### src/rtl/fft_twiddle_gen.sv
`default_nettype none
// ============================================================================
// Module      : fft_twiddle_gen
// Description : Streams radix-2 DIT twiddle factors (Q1.7, clamped to +/-127)
//               for every stage of an N-point FFT over a valid/ready handshake.
//               Optional macro FFT_TWIDDLE_IFFT_EN adds an 'inverse' input that
//               selects conjugate twiddles for the inverse transform.
// Revision    : 1.0 - initial release
// ============================================================================
module fft_twiddle_gen #(
    parameter int LOG2N = 4
) (
    input  logic       clk,
    input  logic       rst,
    input  logic       start,
`ifdef FFT_TWIDDLE_IFFT_EN
    input  logic       inverse,
`endif
    output logic       busy,
    output logic       out_valid,
    input  logic       out_ready,
    output logic [7:0] tw_re,
    output logic [7:0] tw_im,
    output logic [2:0] stage,
    output logic [2:0] bfly,
    output logic       last,
    output logic       done
);

    generate
        if (LOG2N < 2 || LOG2N > 4) begin : g_bad_log2n
            $error("fft_twiddle_gen: LOG2N must be in 2..4");
        end
    endgenerate

    localparam logic [1:0] c_st_idle = 2'd0;
    localparam logic [1:0] c_st_load = 2'd1;
    localparam logic [1:0] c_st_run  = 2'd2;
    localparam logic [1:0] c_st_done = 2'd3;

    localparam logic [2:0] c_last_stage = 3'(LOG2N - 1);
    localparam logic [2:0] c_last_bfly  = 3'((1 << (LOG2N - 1)) - 1);

    logic [1:0] r_state;
    logic [1:0] w_state_nxt;
    logic       r_last;
    logic       w_xfer;
    logic       w_load;
    logic [2:0] w_stage_nxt;
    logic [2:0] w_bfly_nxt;
    logic [2:0] w_mask;
    logic [2:0] w_addr;
    logic [7:0] w_rom_re;
    logic [7:0] w_rom_im;
    logic [7:0] w_im_out;
    logic [7:0] r_tw_re;
    logic [7:0] r_tw_im;
    logic [2:0] r_stage;
    logic [2:0] r_bfly;

    assign w_xfer = (r_state == c_st_run) && out_ready;
    assign w_load = (r_state == c_st_load) || (w_xfer && !r_last);

    // FSM: state register
    always_ff @(posedge clk) begin
        if (rst) begin
            r_state <= c_st_idle;
        end else begin
            r_state <= w_state_nxt;
        end
    end

    // FSM: next-state logic
    always_comb begin
        w_state_nxt = r_state;
        case (r_state)
            c_st_idle: if (start) w_state_nxt = c_st_load;
            c_st_load: w_state_nxt = c_st_run;
            c_st_run:  if (w_xfer && r_last) w_state_nxt = c_st_done;
            c_st_done: w_state_nxt = c_st_idle;
            default:   w_state_nxt = c_st_idle;
        endcase
    end

    // FSM: outputs
    always_comb begin
        busy      = (r_state == c_st_load) || (r_state == c_st_run);
        out_valid = (r_state == c_st_run);
        done      = (r_state == c_st_done);
    end

    // Counter position of the word about to be loaded
    always_comb begin
        w_stage_nxt = r_stage;
        w_bfly_nxt  = r_bfly + 3'd1;
        if (r_state == c_st_load) begin
            w_stage_nxt = 3'd0;
            w_bfly_nxt  = 3'd0;
        end else if (r_bfly == c_last_bfly) begin
            w_stage_nxt = r_stage + 3'd1;
            w_bfly_nxt  = 3'd0;
        end
    end

    // ROM address = (bfly mod 2^stage) << (3 - stage); independent of LOG2N
    always_comb begin
        case (w_stage_nxt)
            3'd0:    w_mask = 3'b000;
            3'd1:    w_mask = 3'b001;
            3'd2:    w_mask = 3'b011;
            default: w_mask = 3'b111;
        endcase
        w_addr = (w_bfly_nxt & w_mask) << (3'd3 - w_stage_nxt);
    end

    always_comb begin
        case (w_addr)
            3'd0:    begin w_rom_re = 8'h7F; w_rom_im = 8'h00; end
            3'd1:    begin w_rom_re = 8'h76; w_rom_im = 8'hCF; end
            3'd2:    begin w_rom_re = 8'h5B; w_rom_im = 8'hA5; end
            3'd3:    begin w_rom_re = 8'h31; w_rom_im = 8'h8A; end
            3'd4:    begin w_rom_re = 8'h00; w_rom_im = 8'h81; end
            3'd5:    begin w_rom_re = 8'hCF; w_rom_im = 8'h8A; end
            3'd6:    begin w_rom_re = 8'hA5; w_rom_im = 8'hA5; end
            default: begin w_rom_re = 8'h8A; w_rom_im = 8'hCF; end
        endcase
    end

`ifdef FFT_TWIDDLE_IFFT_EN
    logic r_inv;

    always_ff @(posedge clk) begin
        if (rst) begin
            r_inv <= 1'b0;
        end else if (r_state == c_st_idle && start) begin
            r_inv <= inverse;
        end
    end

    assign w_im_out = r_inv ? (8'd0 - w_rom_im) : w_rom_im;
`else
    assign w_im_out = w_rom_im;
`endif

    always_ff @(posedge clk) begin
        if (rst) begin
            r_tw_re <= 8'd0;
            r_tw_im <= 8'd0;
            r_stage <= 3'd0;
            r_bfly  <= 3'd0;
            r_last  <= 1'b0;
        end else if (w_load) begin
            r_tw_re <= w_rom_re;
            r_tw_im <= w_im_out;
            r_stage <= w_stage_nxt;
            r_bfly  <= w_bfly_nxt;
            r_last  <= (w_stage_nxt == c_last_stage) && (w_bfly_nxt == c_last_bfly);
        end
    end

    assign tw_re = r_tw_re;
    assign tw_im = r_tw_im;
    assign stage = r_stage;
    assign bfly  = r_bfly;
    assign last  = r_last;

endmodule
`default_nettype wire
### config.mk
export PLATFORM = sky130hd
export DESIGN_NAME = fft_twiddle_gen
export DESIGN_NICKNAME = d
export VERILOG_FILES = /design/src/rtl/fft_twiddle_gen.sv
export SDC_FILE = /design/constraint.sdc
export NUM_CORES = 1
export LEC_CHECK = 0
export BUFFER_PORTS_ARGS = -buffer_cell sky130_fd_sc_hd__buf_4
export CORE_MARGIN = 4
export CORE_UTILIZATION = 47
export DETAILED_ROUTE_END_ITERATION = 8
export HOLD_SLACK_MARGIN = 0.15
export PLACE_DENSITY = 0.69
export SLEW_MARGIN = 10
export SYNTH_ARGS = -nofsm -noshare
export SYNTH_HDL_FRONTEND = slang
export SYNTH_SLANG_ARGS = --single-unit
### constraint.sdc
create_clock -name clk -period 5.5 [get_ports clk]
set_clock_uncertainty 0.15 [all_clocks]
set_input_delay 0.825 -clock clk [delete_from_list [all_inputs] [get_ports clk]]
set_output_delay 0.825 -clock clk [all_outputs]
set_load 0.03 [all_outputs]
==> impl_metrics.env <==
export IMPL_highest_layer="met4"
export IMPL_die_x_um=60.1
export IMPL_hold_start="tw_re[6]"
export IMPL_power_leakage_nw=0.634
export IMPL_ios=30
export IMPL_cp_slowest_cell="or4b_1"
export IMPL_nFillCells=219
export IMPL_cp_arrival_ps=3010
export IMPL_cp_end_kind="flop"
export IMPL_via_per_inst=5.78
export IMPL_grt_pass1_wl_mm=4.98
export IMPL_power_density_nw_per_um2=457
export IMPL_numCtsBuffers=3
export IMPL_place_area_um2=1470
export IMPL_critPathMaxStageDelay_ps=790
export IMPL_dr_wl_met2_mm=1.37
export IMPL_row_count=18
export IMPL_cts_setup_buffers=0
export IMPL_switching_power_mw=0.315
export IMPL_yosys_warnings=0
export IMPL_synthCells=148
export IMPL_fin_util_pct=59.4
export IMPL_cts_buffer_depth=2
export IMPL_port_buffers=28
export IMPL_crit_top_cell="ha_1"
export IMPL_nets=182
export IMPL_area_delta_synth_final_pct=17.4
export IMPL_ys_seq_area_share_pct=36.1
export IMPL_timing_rr_start="bfly[0]"
export IMPL_required_ps=5580
export IMPL_synth_area_per_cell_um2=8.62
export IMPL_p_int_mw=0.369
export IMPL_avgRoutedWirePerCell_um=14.4
export IMPL_cts_sinks=23
export IMPL_clock_root_buffer="clkbuf_4"
export IMPL_coreArea_um2=2520
export IMPL_r2r_slack_ps=2570
export IMPL_holdWs_ps=316
export IMPL_reg2reg_depth=7
export IMPL_relSlewSlack_pct=53.7
export IMPL_place_congestion=0.844
export IMPL_grt_overflow_total=0
export IMPL_peakVddDrop_mv=0.404
export IMPL_postCtsResizedCells=0
export IMPL_track_usage_pct=18.2
export IMPL_final_common_cell="buf_4"
export IMPL_syn_num_nets=159
export IMPL_dr_wl_met3_um=154
export IMPL_drt_total_wl_mm=2.88
export IMPL_pwr_share_comb_pct=53.5
export IMPL_synth_top_flop_cell="dfxtp_1"
export IMPL_dp_final_hpwl_mm=2.14
export IMPL_hold_path_class="reg2reg"
export IMPL_synth_cell_types=48
export IMPL_path_clk_slew_ps=140
export IMPL_post_route_cells_drive_above_1_share_pct=24.1
export IMPL_status="finished, final reports clean"
export IMPL_clkPwrFrac_pct=11.8
export IMPL_die_y_um=60.1
export IMPL_initial_core_util_pct=50.6
export IMPL_mappedNetlistArea_um2=1280
export IMPL_setup_tns_final_ps=0
export IMPL_antenna_found_initial=0
export IMPL_share_seq_of_total_power_pct=34.7
export IMPL_min_to="tw_re[6]"
export IMPL_yosys_register_bits=23
export IMPL_cts_tree="yes"
export IMPL_worst_setup_path_start_kind="flop"
export IMPL_routed_via_count=1156
export IMPL_fin_area_um2=1500
export IMPL_dieArea_um2=3610
export IMPL_clk_latency_ps=320
export IMPL_switching_share_pct=46.0
export IMPL_drc=0
export IMPL_grt_max_degree=17
export IMPL_worstPathMaxFanout=14
export IMPL_firstDrtPassIters=4
export IMPL_path_cells="ha_1 > ha_1 > or4b_1 > a211oi_4 > a21oi_1 > or2_1 > a211oi_1"
export IMPL_ctsHoldBuffers=0
export IMPL_synth_async_reset_ratio_pct=0
export IMPL_worstMarginPinSlew_ps=692
export IMPL_slew_violations=0
export IMPL_drt_iter0_markers=49
export IMPL_final_cell_mix="28 x buf_4, 23 x dfxtp_1, 16 x nor2_1, 13 x nand2_1, 11 x a21oi_1"
export IMPL_synth_edf_count=0
export IMPL_timing_rr_end="tw_re[3]"
export IMPL_min_path_cells=2
export IMPL_ant_nets=0
export IMPL_rsz0062_at_grt="no"
export IMPL_fin_crit_ps=2930
export IMPL_cts_max_level=1
export IMPL_setup_violations=0
export IMPL_period_share_pct=53.2
export IMPL_drv_cap=0
export IMPL_wl_met1_mm=1.30
export IMPL_grt_pass1_vias=1098
export IMPL_criticalPathCategory="reg2reg"
export IMPL_hold_viol=0
export IMPL_antennaDiodeCount=0
export IMPL_fmax_mhz=342
-- metal layers --
| metal | global-route usage, % | up-vias |
|---|---|---|
| met4 | 9.18 | 0 |
| met3 | 2.59 | 9 |
| met2 | 27.9 | 40 |
| met1 | 24.5 | 533 |
| li1 | - | 574 |
| met5 | 0 | - |
-- layout make-up --
class | count | area, um^2 | share of cell area (%)
clock inverter | 1 | 5.00 | 0.334
sequential | 23 | 460 | 30.7
multi-input combinational | 110 | 743 | 49.6
timing repair buffer | 28 | 210 | 14.0
inverter | 5 | 18.8 | 1.25
clock buffer | 3 | 22.5 | 1.50
tap | 30 | 37.5 | 2.51
-- sequential cells by signal, indices dropped and copies added (netlist names) --
register,cells
tw_re,8
tw_im,6
bfly,3
stage,3
r_state,2
last,1
-- kinds of logic after synthesis --
group	after synthesis	synth area share [%]
muxes	4	3.24
buffers and inverters	15	5.69
adders and majority gates	7	6.86
AOI/OAI and AO/OA	35	20.5
xor gates and xnor gates	3	2.06
DFF	23	36.1
other	1	0.294
and+or+nand+nor	60	25.3
-- cells in the mapped netlist (3+ instances only) --
| master | n | area [um^2] |
|---|---|---|
| nand2b_1 | 3 | 18.8 |
| nand3_1 | 6 | 30.0 |
| clkbuf_1 | 6 | 22.5 |
| nand2_1 | 13 | 48.8 |
| ha_1 | 7 | 87.6 |
| inv_1 | 5 | 18.8 |
| nor2_1 | 16 | 60.1 |
| mux2i_1 | 3 | 30.0 |
| a21oi_1 | 11 | 55.1 |
| nor4_1 | 3 | 18.8 |
| nor3_1 | 4 | 20.0 |
| dfxtp_1 | 23 | 460 |
| a211oi_1 | 4 | 30.0 |
-- power by group through the flow --
stage / clock network, mW / logic, mW / registers, mW
finish: 0.0808 / 0.366 / 0.237
global route: 0.0918 / 0.404 / 0.243
CTS: 0.0837 / 0.370 / 0.238
detailed placement: 0 / 0.369 / 0.241
global placement: 0 / 0.365 / 0.239
floorplan: 0 / 0.194 / 0.308
-- worst max-delay path by stage --
stage	cells after the start	endpoint	startpoint
final	7	tw_re[3]	bfly[0]
after global placement	7	tw_im[6]	bfly[0]
after CTS	7	tw_re[1]	bfly[0]
after floorplan	8	tw_im[2]	bfly[0]
after global routing	7	tw_re[3]	bfly[0]
after detailed placement	7	tw_re[1]	bfly[0]
-- metrics by stage --
stage          setup WS, ps  instances  power, mW
6_report               2570        200      0.684
4_1_cts                2600        200      0.692
5_1_grt                2390        200      0.739
3_3_place_gp           2700        196      0.604
3_5_place_dp           2640        196      0.611
2_1_floorplan          2870        148      0.502
-- worst max-delay path, delay by kind of cell (launching register included) --
kind	cells	cell delay (ps)
AND/OR/NAND/NOR	2	1050
flip-flops	1	380
adder cells (fa/ha/maj)	2	550
AO/OA/AOI/OAI	3	700
No activity file was read; power rests on OpenSTA's default activity.
